## config.mk

```make
export PLATFORM = sky130hd
export DESIGN_NAME = mc_controller
export DESIGN_NICKNAME = d
export VERILOG_FILES = /design/src/rtl/mc_controller.sv
export SDC_FILE = /design/constraint.sdc
export NUM_CORES = 1
export LEC_CHECK = 0
export BUFFER_PORTS_ARGS = -buffer_cell sky130_fd_sc_hd__buf_2
export CAP_MARGIN = 20
export CORE_AREA = 2 2 52 54
export CTS_CLUSTER_SIZE = 10
export DETAILED_ROUTE_END_ITERATION = 7
export DIE_AREA = 0 0 54 56
export PLACE_DENSITY = 0.76
export SLEW_MARGIN = 10
export SYNTH_ARGS = -nofsm -noshare
export SYNTH_HDL_FRONTEND = slang
export SYNTH_SLANG_ARGS = --single-unit
```

## constraint.sdc

```tcl
create_clock -name clk -period 1.85 [get_ports clk]
set_input_delay 0.0925 -clock clk [delete_from_list [all_inputs] [get_ports clk]]
set_output_delay 0.0925 -clock clk [all_outputs]
set_load 0.05 [all_outputs]
```

## src/rtl/mc_controller.sv

```systemverilog
// Multi-cycle MIPS main controller: sequences the shared ALU and the unified memory through FETCH/DECODE/EXEC/MEM/WB.
// Latency: 2 cycles for NOP/J/JAL/JR, 3 for BEQ, 4 for SW and ALU ops, 5 for LW, when mem_ready returns in the same cycle.
// Backpressure: FETCH and MEM hold until mem_ready; after MEM_WAIT_MAX waiting cycles mem_err is set and the FSM parks in HALT.
//
// Ports: clk/reset_n (async active-low); op/funct from the IR; zero flag from the ALU; mem_ready from memory.
//        Outputs: PC/IR/RF enables, memory requests, datapath mux selects, ALU op, sticky mem_err, debug state.
// Optional feature: define ILLEGAL_TRAP_EN to make unrecognised encodings trap to HALT and raise the sticky illegal_op output.
module mc_controller #(
    parameter int MEM_WAIT_MAX = 15,
    parameter int WAIT_CNT_W   = 4
) (
    input  logic       clk,
    input  logic       reset_n,
    input  logic [5:0] op,
    input  logic [5:0] funct,
    input  logic       zero,
    input  logic       mem_ready,
    output logic       pc_en,
    output logic       ir_en,
    output logic       i_or_d,
    output logic       mem_read,
    output logic       mem_write,
    output logic       reg_write,
    output logic [1:0] reg_dst,
    output logic [1:0] mem_to_reg,
    output logic       alu_src_a,
    output logic [1:0] alu_src_b,
    output logic [2:0] alu_control,
    output logic [1:0] pc_src,
    output logic       mem_err,
    output logic [2:0] state
`ifdef ILLEGAL_TRAP_EN
    ,
    output logic       illegal_op
`endif
);

    typedef enum logic [2:0] {
        S_IDLE   = 3'd0,
        S_FETCH  = 3'd1,
        S_DECODE = 3'd2,
        S_EXEC   = 3'd3,
        S_MEM    = 3'd4,
        S_WB     = 3'd5,
        S_HALT   = 3'd6
    } state_t;

    typedef enum logic [3:0] {
        C_NOP, C_ADDU, C_SUBU, C_JR, C_ORI, C_LUI,
        C_LW, C_SW, C_BEQ, C_J, C_JAL, C_ILL
    } cls_t;

    localparam logic [2:0] ALU_ADD = 3'b000;
    localparam logic [2:0] ALU_SUB = 3'b001;
    localparam logic [2:0] ALU_OR  = 3'b010;
    localparam logic [2:0] ALU_LUI = 3'b011;

    localparam logic [WAIT_CNT_W-1:0] WAIT_LAST = WAIT_CNT_W'(MEM_WAIT_MAX - 1);

    function automatic cls_t decode(input logic [5:0] op_i, input logic [5:0] funct_i);
        cls_t c;
        c = C_ILL;
        case (op_i)
            6'h00: begin
                case (funct_i)
                    6'h00:   c = C_NOP;
                    6'h21:   c = C_ADDU;
                    6'h23:   c = C_SUBU;
                    6'h08:   c = C_JR;
                    default: c = C_ILL;
                endcase
            end
            6'h0d:   c = C_ORI;
            6'h0f:   c = C_LUI;
            6'h23:   c = C_LW;
            6'h2b:   c = C_SW;
            6'h04:   c = C_BEQ;
            6'h02:   c = C_J;
            6'h03:   c = C_JAL;
            default: c = C_ILL;
        endcase
        return c;
    endfunction

    state_t                state_q, state_d;
    cls_t                  class_q, class_d;
    logic [WAIT_CNT_W-1:0] wait_cnt_q, wait_cnt_d;
    logic                  mem_err_q, mem_err_d;
    cls_t                  dec_cls;
`ifdef ILLEGAL_TRAP_EN
    logic                  illegal_q, illegal_d;
`endif

    always_ff @(posedge clk or negedge reset_n) begin
        if (!reset_n) begin
            state_q    <= S_IDLE;
            class_q    <= C_NOP;
            wait_cnt_q <= '0;
            mem_err_q  <= 1'b0;
`ifdef ILLEGAL_TRAP_EN
            illegal_q  <= 1'b0;
`endif
        end else begin
            state_q    <= state_d;
            class_q    <= class_d;
            wait_cnt_q <= wait_cnt_d;
            mem_err_q  <= mem_err_d;
`ifdef ILLEGAL_TRAP_EN
            illegal_q  <= illegal_d;
`endif
        end
    end

    always_comb begin
        state_d     = state_q;
        class_d     = class_q;
        wait_cnt_d  = '0;
        mem_err_d   = mem_err_q;
`ifdef ILLEGAL_TRAP_EN
        illegal_d   = illegal_q;
`endif
        pc_en       = 1'b0;
        ir_en       = 1'b0;
        i_or_d      = 1'b0;
        mem_read    = 1'b0;
        mem_write   = 1'b0;
        reg_write   = 1'b0;
        reg_dst     = 2'd0;
        mem_to_reg  = 2'd0;
        alu_src_a   = 1'b0;
        alu_src_b   = 2'd0;
        alu_control = ALU_ADD;
        pc_src      = 2'd0;
        // The IR only became valid this cycle, so DECODE acts on the class
        // being latched rather than on the stale class register.
        dec_cls     = decode(op, funct);

        // Shared wait accounting for FETCH and MEM: the counter stays zero in
        // every other state, so entering FETCH/MEM always starts from zero.
        if ((state_q == S_FETCH || state_q == S_MEM) && !mem_ready) begin
            if (wait_cnt_q == WAIT_LAST) begin
                mem_err_d = 1'b1;
                state_d   = S_HALT;
            end else begin
                wait_cnt_d = wait_cnt_q + WAIT_CNT_W'(1);
            end
        end

        case (state_q)
            S_IDLE: state_d = S_FETCH;

            S_FETCH: begin
                mem_read  = 1'b1;
                alu_src_b = 2'd1;
                if (mem_ready) begin
                    ir_en   = 1'b1;
                    pc_en   = 1'b1;
                    state_d = S_DECODE;
                end
            end

            S_DECODE: begin
                alu_src_b = 2'd3;
                class_d   = dec_cls;
                state_d   = S_FETCH;
                case (dec_cls)
                    C_NOP: ;
                    C_J: begin
                        pc_en  = 1'b1;
                        pc_src = 2'd2;
                    end
                    C_JR: begin
                        pc_en  = 1'b1;
                        pc_src = 2'd3;
                    end
                    C_JAL: begin
                        pc_en      = 1'b1;
                        pc_src     = 2'd2;
                        reg_write  = 1'b1;
                        reg_dst    = 2'd2;
                        mem_to_reg = 2'd2;
                    end
                    C_ILL: begin
`ifdef ILLEGAL_TRAP_EN
                        illegal_d = 1'b1;
                        state_d   = S_HALT;
`else
                        class_d   = C_NOP;
`endif
                    end
                    default: state_d = S_EXEC;
                endcase
            end

            S_EXEC: begin
                alu_src_a = 1'b1;
                state_d   = S_WB;
                case (class_q)
                    C_ADDU: alu_control = ALU_ADD;
                    C_SUBU: alu_control = ALU_SUB;
                    C_ORI: begin
                        alu_src_b   = 2'd2;
                        alu_control = ALU_OR;
                    end
                    C_LUI: begin
                        alu_src_b   = 2'd2;
                        alu_control = ALU_LUI;
                    end
                    // Address offset enters on the imm port; the datapath
                    // sign-extends it for memory ops.
                    C_LW, C_SW: begin
                        alu_src_b = 2'd2;
                        state_d   = S_MEM;
                    end
                    C_BEQ: begin
                        alu_control = ALU_SUB;
                        pc_en       = zero;
                        pc_src      = 2'd1;
                        state_d     = S_FETCH;
                    end
                    default: state_d = S_FETCH;
                endcase
            end

            S_MEM: begin
                i_or_d    = 1'b1;
                mem_read  = (class_q == C_LW);
                mem_write = (class_q == C_SW);
                if (mem_ready) begin
                    state_d = (class_q == C_LW) ? S_WB : S_FETCH;
                end
            end

            S_WB: begin
                reg_write = 1'b1;
                state_d   = S_FETCH;
                case (class_q)
                    C_ADDU, C_SUBU: reg_dst = 2'd1;
                    C_LW:           mem_to_reg = 2'd1;
                    default:        reg_dst = 2'd0;
                endcase
            end

            S_HALT: ;

            default: state_d = S_IDLE;
        endcase
    end

    assign mem_err = mem_err_q;
    assign state   = state_q;
`ifdef ILLEGAL_TRAP_EN
    assign illegal_op = illegal_q;
`endif

endmodule

```

* After elaboration in Yosys (flattened, before gate mapping)
Cells that the tools add are included.
** Storage, ports and cells
- Output and inout bits :: 22
- Register bits :: 12
- Logic and storage cells :: 86
- Input bits :: 16
** Operators by class
- Reductions and logical operators :: 17
- Multiplexer cells :: 36
- Eq/ne operators :: 28
- $add $sub $neg :: 1
** Operator list (count)
- $pmux 4 s8 :: 1
- $eq 6x6->1 const B :: 4
- $eq 4x4->1 const B :: 5
- $eq 6x4->1 const B :: 3
- $pmux 3 s6 :: 1
- $eq 4x3->1 const B :: 4
- $pmux 2 s2 :: 4
- $pmux 4 s4 :: 1
- $mux 3 :: 5
- $eq 6x2->1 const B :: 2
- $logic_not 6->1 :: 2
- $mux 4 :: 3
- $pmux 2 s3 :: 2
- $mux 1 :: 11
- $reduce_or 2->1 :: 5
- $eq 3x3->1 const B :: 3
- $eq 4x2->1 const B :: 2
- $mux 2 :: 4
- $reduce_or 4->1 :: 2
- $eq 3x2->1 const B :: 2
- $eq 6x3->1 const B :: 1
- $pmux 3 s2 :: 1
- $reduce_or 5->1 :: 1
- $add 4x1->4 const B :: 1
- 11 further kinds :: 12

* Logic depth before layout (Yosys ltp)
Gate-level depths: netlist of run 1.
- Word-level depth :: 7
- Mapped depth :: 7
- Mapped depth without buffers :: 7

* Worst setup path after synthesis of run 1
OpenSTA, ideal clock, no wires.
- Kind :: reg-to-output
- Start :: register state_q[0], in the netlist state[0]
- End :: output pc_en
- Required time :: 1.757 ns
- Buffers on the path :: 1
- Setup slack :: -1.376 ns
- Stages on the path, launching flop included :: 7
- Data arrival time :: 3.133 ns
- Cell sequence :: dfrtp_1 clkbuf_1 nor2b_1 nor3b_1 a21oi_1 o21a_1 o21ai_0
** On the way
- Cells in the longest elaborated chain, start to end :: 2
- Elaborated cells between the ends (all ways) :: 4
- Classes of those cells :: eq/ne (3); mux (1)
** Ends and longest elaborated chain
- from (decl) :: line 85 : state_t state_q, state_d;
- from (signal assigned) :: line 104 : state_q <= state_d;
- $eq 3x2->1 or $eq 3x1->1 (tied branches) :: line 149 : case (state_q)
- $pmux 1 s3 * :: line 149
- to (decl) :: line 18 : output logic pc_en,
Every way passes the cells marked *; elsewhere a longest branch is shown, timed or not.

* Final worst setup path of run 1
- Start :: input funct[4]
- End :: output mem_to_reg[1]
** On the way
- Cells in the longest elaborated chain, start to end :: 6
- Elaborated cells between the ends (all ways) :: 9
- Classes of those cells :: eq/ne (4); mux (4); reduce/logical (1)
** Ends and longest elaborated chain
- from (decl) :: line 15 : input logic [5:0] funct,
- $eq 6x4->1, or another cell as far along :: line 65 : case (funct_i)
- $pmux 4 s4 * :: line 65
- $pmux 4 s8 * :: line 63 : case (op_i)
- $eq 4x4->1 * :: line 166 : case (dec_cls)
- $mux 2 * :: line 166
- $pmux 2 s2 * :: line 149
- to (decl) :: line 25 : output logic [1:0] mem_to_reg,
Marked as above.

==> summary.txt, run 1 <==
Status
  – Run status: finished clean

Final layout
  – Final std cells w/o fill: 240
  – Final instance area: 1764 um^2
  – ANT cells: 0
  – Nets@finish: 229
  – Area grow syn2layout: 50.96%
  – Most common cell after layout, fill and taps aside: buf_4
  – Fin util: 0.7253
  – Share of layout cells above drive strength 1: 0.4429
  – Most frequent cells in the layout: 26 x buf_4, 25 x buf_2, 14 x nor2_1, 13 x nand2_1

Logic synthesis
  – Biggest area consumer among synthesized cells: dfrtp_1
  – Cell Area, Synth: 1169 um^2
  – Synth Instances: 153
  – Main area contributors after synthesis: dfrtp_1 26%, nor2_1 5.8%, a21oi_1 4.7%
  – Unique masters post-synth: 51
  – EDFF count, synth: 0
  – Share of Yosys cell area claimed by the top area cell type: 0.2570
  – Avg Cell Area, Syn: 7.638 um^2
  – Synth Flop Type: dfrtp_1
  – Syn. warnings: 0
  – Register area share after synthesis: 0.2570
  – Post-Synthesis Net Count: 171
  – Fraction of registers with async set/reset: 1.000
  – Synthesis-stage register bit count: 12

CTS
  – Bufs on Longest Clock Path: 2
  – H-Tree Depth: 1
  – CTS Buf Count: 3
  – Clock transition at path regs: 80 ps
  – Clk sinks: 12
  – Root buffer cell: clkbuf_4
  – Worst-skew pair later-pin latency: 270 ps
  – CTS tree: done

Timing
  – Final setup fails: 0
  – Fmax: 546.5 MHz
  – Crit path time final: 1830 ps
  – Worst Skew: 6.279 ps
  – Final Hold Fails: 0
  – Max-slew violations: 0
  – RSZ-0062 raised after global routing: true
  – Crit share post-route: 0.9892

Die
  – IO Pins: 38
  – Core footprint: 2432 um^2
  – Full die area: 3024 um^2
  – Die Ht: 56 um
  – Die W: 54 um
  – Starting density of the core: 0.4805
  – Row count: 18

Global route
  – Vias in the first global route: 1319
  – First-pass GRT wire length: 5451 um
  – Total Routing Usage GR: 0.2353
  – GRT overflow: 0
  – Pin count of the biggest net entering global routing: 13
  – Initial antenna violation count: 0

Drt
  – WL/cell: 14.15 um
  – Via Count: 1336
  – Via/cell ratio: 5.567
  – Total Wirelength: 3396 um
  – DRT Pass-1 Iters: 4
  – First-iteration detailed-routing DRC count: 22
  – ANT nets after route: 0
  – DRC viols: 0

Power and ir drop
  – Peak supply drop: 0.7879 mV
  – Tot Pwr: 2.134 mW
  – PwrDens: 1210 nW/um^2
  – Pleak: 0.7958 nW

Placed design
  – Placed inst area: 1593 um^2
  – Gpl congestion: 0.9538
  – Port bufs: 36
  – Inst Count DP: 234
  – Dpl hpwl: 2645 um

Critical path
  – Critical path class: in -> out
  – Worst path top cell family by delay: simple AND/OR/NAND/NOR gates
  – Critical-path cell list: buf_6, or3_4, nor3_4, o41ai_4, a32o_2, buf_6, nor3_4, buf_6
  – Crit path top cell by count: buf_6
  – CP Launch Type: input pin
  – Critical path arrival: 1740 ps
  – CP max stage cell: or3_4
  – Crit end category: output pin
  – Crit-path max FO: 4
  – Buf+Inv Stages, Crit Path: 3
  – Critical Path Max Stage Delay: 400 ps
  – CP required: 1760 ps

Min path
  – Hold/Removal Path Class: in -> reg

Job
  – Maxcap violations: 0
==> timing repair <==
action                                 CTS  global route
setup endpoints to repair                6             7
gates resized for setup                 16            14
pin swaps                                6             8
endpoints found under the hold margin   12             0
setup buffers                            0             1
cloned                                   0             0
hold buffers                             1             0
==> where the power goes <==
group,internal [mW],switching [mW],total (mW),leakage (nW)
logic,0.518,0.964,1.48,0.620
registers,0.345,0.0967,0.442,0.155
clock network,0.119,0.0906,0.210,0.0210
total,0.983,1.15,2.13,0.796
==> logic make-up after synthesis <==
family,share of synthesized area
buffers and inverters,0.08029
AOI/OAI and AO/OA,0.2955
DFF,0.2570
and+or+nand+nor,0.3126
adders and majority gates,0.02141
other,0.003209
xor gates and xnor gates,0.02998
==> cell type report <==
type	instances	area, um^2
clock buffers	4	36.28
fillers	201	668.1
inverters	9	33.78
multi-input cells	121	888.4
flip-flops and latches	12	302.8
well taps	30	37.54
repair buffers	64	465.4
==> sequential cells by signal, summed over array words and instances (netlist names) <==
signal / count
state: 3
wait_cnt_q: 4
class_q: 4
mem_err: 1
==> Yosys cell counts, types with 2 or more instances <==
cell	count
ha_1	2
a31oi_1	3
buf_4	2
xor2_1	4
nand2_1	13
nor3b_1	2
and3_1	2
dfrtp_1	12
o211ai_1	2
o21a_1	2
o21ai_0	7
a211o_1	2
nor2_1	18
nor2b_1	5
a311oi_1	2
buf_2	3
nor3_1	5
a21oi_1	11
o22ai_1	2
nand3b_1	3
nand3_1	3
inv_1	9
clkbuf_1	5
and2_1	2
nor4_1	3
nand2b_1	4
==> worst reg2reg max path, cell delays in order, from the launching register on <==
cell and delay (ps):
dfrtp_1 410, inv_1 60, ha_1 220, and3_1 160, a21oi_1 140, a2bb2oi_1 210
nor3b_1 210, a22oi_1 90
==> routing by layer <==
metal	GRT usage	wire length (um)	vias up
met4	0.1071	53	0
met1	0.2567	1332	629
met3	0.02688	100	4
met5	0	0	-
li1	-	-	665
met2	0.4303	1910	38
==> metrics by stage <==
step | setup WS (ps) | hold slack [ps] | TNS [ps]
floorplan | -263.0 | -203.1 | -1058
global placement | -86.13 | -21.75 | -321.3
detailed placement | -131.7 | -14.34 | -539.4
CTS | -6.330 | 159.3 | -12.26
global route | -45.30 | 222.4 | -130.7
finish | 20.01 | 166.0 | 0
==> worst paths after layout <==
path	start	endpoint	slack [ps]	cells after the start
setup / recovery	funct[4]	mem_to_reg[1]	20	8
hold / removal	mem_ready	state[0]	170	3
setup reg to reg	wait_cnt_q[0]	state[1]	220	7
hold reg to reg	mem_err	mem_err	480	1
max in group asynchronous	reset_n	state[2]	1410	2
min in group asynchronous	reset_n	wait_cnt_q[2]	210	2
No activity file was read; power rests on OpenSTA's default activity.
==> run 2: changes to the inputs <==
ABC_AREA = 1   (was unset)
PLACE_DENSITY = 0.78   (was 0.76)
==> run 2 against run 1 <==
Net effect: via count is 6.2% lower; clock power hardly changed; sequential share of layout area is 2.5 points higher; area after synthesis is 4.6% higher; power is 8.1% lower; cell area is 12% lower; setup slack better by 67 ps; clock skew is 3.8 ps lower; critical path depth is 1 lower; maximum frequency is 3.8% higher; hold slack worse by 39 ps; critical path type is now reg -> out; largest cell class unchanged.
==> summary.txt, run 2 <==
Status
  – Run status: finished clean

Critical path
  – CP max stage cell: dfrtp_2
  – CP Launch Type: flop
  – WP depth: 7 (-1)
  – Worst Setup SP: state[1]
  – Buf+Inv Stages, Crit Path: 3 (unchanged)
  – RR Endpoint: state[0]
  – R2R depth: 8 (+1)
  – FF-to-FF Start: state[0]
  – Critical path class: reg -> out
  – Reg-to-reg slack, setup: 360 ps (+140 ps)
  – Crit-path max FO: 6 (+2)
  – Crit end category: output pin
  – Critical path arrival: 1670 ps (-70 ps)
  – Worst path top cell family by delay: simple AND/OR/NAND/NOR gates
  – Critical-path cell list: inv_1, nor3_4, inv_1, nor2_2, nand3_2, nand3_2, clkbuf_4
  – Critical Path Max Stage Delay: 420 ps (+20 ps)
  – Critical Path Sink: pc_en
  – CP required: 1760 ps (about the same)

Die
  – Starting density of the core: 0.5026 (+0.02212)
  – Full die area: 3024 um^2 (unchanged)
  – Die Ht: 56 um (unchanged)
  – Core footprint: 2432 um^2 (unchanged)
  – Row count: 18 (unchanged)
  – IO Pins: 38 (unchanged)
  – Die W: 54 um (unchanged)

Drt
  – WL/cell: 10.33 um (-27%)
  – Via Count: 1253 (-6.2%)
  – DRC viols: 0 (unchanged)
  – First-iteration detailed-routing DRC count: 19 (-14%)
  – ANT nets after route: 0 (unchanged)
  – Via/cell ratio: 4.992 (-10%)
  – Total Wirelength: 2592 um (-24%)
  – DRT Pass-1 Iters: 4 (unchanged)

Final layout
  – Share of layout cells above drive strength 1: 0.4027 (-0.04014)
  – Nets@finish: 240 (+4.8%)
  – Fillers: 219 (+9.0%)
  – Fin util: 0.6348 (-0.09054)
  – ANT cells: 0 (unchanged)
  – Area grow syn2layout: 26.30%
  – Most common cell after layout, fill and taps aside: buf_2
  – Most frequent cells in the layout: 31 x buf_2, 26 x inv_1, 25 x nand2_1, 21 x nor2_1, 18 x nand3_1

Logic synthesis
  – Synth Flop Type: dfrtp_1
  – Synthesis-stage register bit count: 12 (unchanged)
  – EDFF count, synth: 0 (unchanged)
  – Fraction of registers with async set/reset: 1.000 (unchanged)
  – Avg Cell Area, Syn: 6.754 um^2 (-12%)
  – Synth Instances: 181 (+18%)
  – Cell Area, Synth: 1222 um^2 (+4.6%)
  – Most used standard cell by instance count after synthesis: inv_1
  – Post-synth top cells: 28 x inv_1, 27 x nand2_1, 23 x nor2_1
  – Post-Synthesis Net Count: 199 (+16%)
  – Unique masters post-synth: 33 (-35%)
  – Biggest area consumer among synthesized cells: dfrtp_1
  – Register area share after synthesis: 0.2456 (-0.01131)
  – Main area contributors after synthesis: dfrtp_1 25%, inv_1 8.6%, nand2_1 8.3%
  – Syn. warnings: 0 (unchanged)
  – Share of Yosys cell area claimed by the top area cell type: 0.2456 (-0.01131)

Placed design
  – Port bufs: 36 (unchanged)
  – Dpl hpwl: 2164 um (-18%)
  – Gpl congestion: 0.8482 (-11%)

CTS
  – Clk sinks: 12 (unchanged)
  – Root buffer cell: clkbuf_4
  – Clock transition at path regs: 70 ps (about the same)
  – H-Tree Depth: 1 (unchanged)
  – CTS tree: done
  – Bufs on Longest Clock Path: 2 (unchanged)
  – Worst-skew pair later-pin latency: 280 ps (about the same)
  – Setup Fix Bufs, Post-CTS: 0 (unchanged)
  – CTS Buf Count: 3 (unchanged)

Global route
  – GRT overflow: 0 (unchanged)
  – Initial antenna violation count: 0 (unchanged)
  – First-pass GRT wire length: 4284 um (-21%)
  – Vias in the first global route: 1038 (-21%)
  – Pin count of the biggest net entering global routing: 13 (unchanged)
  – Total Routing Usage GR: 0.1838 (-0.05153)

Timing
  – RSZ-0062 raised after global routing: false
  – Setup TNS: 0 ps (unchanged)
  – Fmax: 567.3 MHz (+3.8%)
  – Final setup fails: 0 (unchanged)
  – Worst Skew: 2.514 ps (-3.765 ps)
  – Crit share post-route: 0.9528 (-0.03640)
  – Max-slew violations: 0 (unchanged)
  – Crit path time final: 1763 ps (-67.34 ps)
  – Final Hold Fails: 0 (unchanged)

Power and ir drop
  – Tot Pwr: 1.960 mW (-8.1%)
  – PwrDens: 1270 nW/um^2 (+5.0%)
  – Pleak: 0.8587 nW (+7.9%)
  – Peak supply drop: 1.253 mV (+59%)

Min path
  – Hold depth: 4 (+1)
  – Hold/Removal Path Class: in -> reg

Job
  – Maxcap violations: 0 (unchanged)
-- run 2: cell types whose count changed after synthesis, sizes merged, moves of 3 or more --
cell    delta
nor2      +14
nor2b      -5
clkbuf     -5
nand2b     -4
buf        -3
nand2     +23
nand3     +24
nand4      +3
o21ai      +4
inv       +24
a21oi      -8
-- run 2: stage by stage --
stage | hold WS (ps) | worst slack [ps] | area, um^2 | std cells
2_1_floorplan | -203.1 | 13.19 | 1266 | 181
3_3_place_gp | -24.68 | 246.9 | 1479 | 246
3_5_place_dp | -23.48 | 213.1 | 1479 | 246
4_1_cts | 120.4 | 30.54 | 1525 | 251
5_1_grt | 140.4 | 1.723 | 1544 | 251
6_report | 126.6 | 87.35 | 1544 | 251
-- run 2: per-layer routing --
layer,wire (um),global-route usage,vias up,share of wire
met5,0,0,-,0
met4,41,0.06429,0,0.016
met3,149,0.02419,5,0.057
met2,1230,0.3066,42,0.47
met1,1170,0.2358,544,0.45
li1,-,-,662,-
-- run 2: layout make-up --
class	count	area (um^2)	share of cell area
multi-input cells	132	817.0	0.5292
flip-flops and latches	12	304.0	0.1969
repair buffers	39	217.7	0.1410
inverters	34	131.4	0.08509
well taps	30	37.54	0.02431
clock buffers	4	36.28	0.02350
-- run 2: where the power goes --
group,switching (mW),internal (mW),leakage [nW]
sequential,0.128,0.354,0.157
clock,0.0880,0.120,0.0210
combinational,0.935,0.336,0.681
-- run 2: worst register-to-register path: stages, from the launching register on --
cell and delay, ps:
dfrtp_2 450, inv_2 90, nor2_2 120, nand2_2 110
a21oi_2 210, nand2_2 90, inv_2 70, o21ai_1 60
a32o_1 200
-- run 2: timing repair --
action                                 in CTS  in global routing
hold buffers                                1                  0
setup endpoints to repair                   0                  5
resized for setup                           0                  6
endpoints found under the hold margin      12                  0
-- run 2: how the worst min path moves through the flow --
stage,startpoint,to,slack [ps]
2_1_floorplan,reset_n,class_q[0],-200
3_3_place_gp,reset_n,wait_cnt_q[0],-20
3_5_place_dp,reset_n,wait_cnt_q[0],-20
4_1_cts,mem_ready,wait_cnt_q[2],120
5_1_grt,mem_ready,wait_cnt_q[2],140
6_report,mem_ready,wait_cnt_q[2],130
-- run 2: cell families (layout without fill, tap and decap cells) --
logic type / Yosys count / in the layout / share of synthesized area
flip-flops: 12 / 12 / 0.2457
XOR/XNOR: 2 / 2 / 0.01433
AND/OR/NAND/NOR: 108 / 108 / 0.5005
adder cells (fa/ha/maj): 2 / 2 / 0.02047
other: 1 / 1 / 0.003068
buffers and inverters: 37 / 77 / 0.1208
AO/OA/AOI/OAI: 19 / 19 / 0.09520
==> run 3: changes to the inputs <==
CAP_MARGIN = unset   (was 20)
CORE_AREA = 2 2 45 63   (was 2 2 52 54)
DIE_AREA = 0 0 47 65   (was 0 0 54 56)
PLACE_DENSITY = 0.77   (was 0.78)
RECOVER_POWER = 50   (was unset)
==> run 3 against run 2 <==
Net effect: global-route usage rose by 1.4 points; clock skew is 1.6 ps lower; die area grew 1.0%; sequential power about the same; power fell by 1.7%; first-iteration DRC count down 42%; via count about the same; maximum frequency rose by 1.5%; critical path type unchanged; core utilization decreased by 3.3 points; critical path depth decreased by 1; sequential share of layout area rose by 0.24 points; highest routed layer unchanged; setup slack better by 25 ps.
==> summary.txt, run 3 (synthesized netlist as in run 2, its figures left out) <==
Status
  – Run status: finished clean

Critical path
  – CP required: 1760 ps (about the same)
  – Critical path class: reg -> out
  – Crit-path max FO: 6 (unchanged)
  – Critical path arrival: 1640 ps (-30 ps)
  – CP Launch Type: flop
  – Crit end category: output pin

Drt
  – WL/cell: 10.23 um (-0.94%)
  – First-iteration detailed-routing DRC count: 11 (-8)
  – DRC viols: 0 (unchanged)
  – Via/cell ratio: 4.879 (-2.3%)
  – Via Count: 1254 (+0.080%)
  – DRT Pass-1 Iters: 5 (+1)
  – ANT nets after route: 0 (unchanged)
  – Total Wirelength: 2629 um (+1.4%)

Job
  – Maxcap violations: 0 (unchanged)

CTS
  – CTS Buf Count: 3 (unchanged)
  – Root buffer cell: clkbuf_4
  – Setup Fix Bufs, Post-CTS: 0 (unchanged)
  – H-Tree Depth: 1 (unchanged)
  – Bufs on Longest Clock Path: 2 (unchanged)
  – CTS tree: done
  – Clk sinks: 12 (unchanged)
  – Worst-skew pair later-pin latency: 270 ps (about the same)
  – Clock transition at path regs: 80 ps (about the same)

Final layout
  – Most frequent cells in the layout: 31 x buf_2, 26 x inv_1, 25 x nand2_1, 21 x nor2_1, 19 x nand3_1
  – Share of layout cells above drive strength 1: 0.3801 (-0.02262)
  – Fillers: 281 (+28%)
  – ANT cells: 0 (unchanged)
  – Nets@finish: 240 (unchanged)
  – Most common cell after layout, fill and taps aside: buf_2
  – Area grow syn2layout: 24.77%
  – Fin util: 0.6023 (-0.03250)

Global route
  – Vias in the first global route: 1159 (+12%)
  – Initial antenna violation count: 0 (unchanged)
  – Pin count of the biggest net entering global routing: 13 (unchanged)
  – First-pass GRT wire length: 4526 um (+5.6%)
  – GRT overflow: 0 (unchanged)
  – Total Routing Usage GR: 0.1975 (+0.01376)

Die
  – Core footprint: 2532 um^2 (+4.1%)
  – Full die area: 3055 um^2 (+1.0%)
  – Die Ht: 65 um (+16%)
  – Die W: 47 um (-13%)
  – Starting density of the core: 0.4827 (-0.01986)
  – Row count: 22 (+4)
  – IO Pins: 38 (unchanged)

Timing
  – Max-slew violations: 0 (unchanged)
  – Final Hold Fails: 0 (unchanged)
  – RSZ-0062 raised after global routing: true
  – Crit path time final: 1737 ps (-25.42 ps)
  – Crit share post-route: 0.9390 (-0.01374)
  – Worst Tran Pin Value: 635.9 ps
  – Final setup fails: 0 (unchanged)
  – Fmax: 575.6 MHz (+1.5%)
  – Worst Skew: 0.9178 ps (-1.596 ps)
  – Slew HR: 0.5761

Power and ir drop
  – Tot Pwr: 1.928 mW (-1.7%)
  – PwrDens: 1264 nW/um^2 (-0.46%)
  – Peak supply drop: 0.8142 mV (-35%)
  – Pleak: 0.8494 nW (-1.1%)

Min path
  – Hold/Removal Path Class: in -> reg

Placed design
  – Dpl hpwl: 2266 um (+4.7%)
  – Gpl congestion: 0.7606 (-10%)
  – Port bufs: 36 (unchanged)
-- run 3: metrics by stage --
stage / setup slack [ps] / cell area (um^2) / instances / setup TNS, ps / hold WS, ps
floorplan: 13.19 / 1266 / 181 / 0 / -203.1
CTS: 96.99 / 1533 / 257 / 0 / 126.1
finish: 112.8 / 1525 / 257 / 0 / 158.1
global route: -10.34 / 1525 / 257 / -20.27 / 162.8
global placement: 248.8 / 1486 / 252 / 0 / -26.88
detailed placement: 215.6 / 1486 / 252 / 0 / -21.45
-- run 3: per-layer routing --
layer / routed length [um] / GRT usage / vias to the layer above / share of wire
li1: - / - / 663 / -
met1: 1055 / 0.2097 / 554 / 0.40
met2: 1444 / 0.3784 / 33 / 0.55
met3: 90 / 0.01114 / 4 / 0.034
met4: 38 / 0.06944 / 0 / 0.014
met5: 0 / 0 / - / 0
-- run 3: final cells by class --
class | count | area, um^2 | area share
flip-flops and latches | 12 | 304.0 | 0.1993
clock buffers | 4 | 36.28 | 0.02379
repair buffers | 39 | 206.4 | 0.1354
well taps | 36 | 45.04 | 0.02953
multi-input cells | 132 | 802.0 | 0.5258
inverters | 34 | 131.4 | 0.08614
-- run 3: worst max-delay path, stage by stage (launching register included) --
cell and delay (ps):
dfrtp_2 460, nor3_2 220, inv_1 90, nor2_2 120, nand3_2 140, clkinvlp_4 100
buf_2 250
-- run 3: power by group --
| part | internal [mW] | switching, mW |
|---|---|---|
| Combinational | 0.322 | 0.917 |
| Clock | 0.120 | 0.0900 |
| Sequential | 0.354 | 0.125 |
| Total | 0.795 | 1.13 |
-- run 3: worst paths after layout --
kind	startpoint	end	slack (ps)	cells past startpoint
worst max-delay path	state[0]	mem_to_reg[1]	110	6
worst min-delay path	mem_ready	wait_cnt_q[2]	160	4
worst max register to register	state[0]	state[0]	310	8
worst min register to register	mem_err	mem_err	470	1
max in group asynchronous	reset_n	state[1]	1060	2
min in group asynchronous	reset_n	mem_err	340	2
-- run 3: repair_timing --
| item | 4_1_cts | 5_1_grt |
|---|---|---|
| hold buffers | 1 | 0 |
| endpoints found under the setup margin | 0 | 4 |
| gates resized for setup | 0 | 2 |
| endpoints found under the hold margin | 12 | 0 |
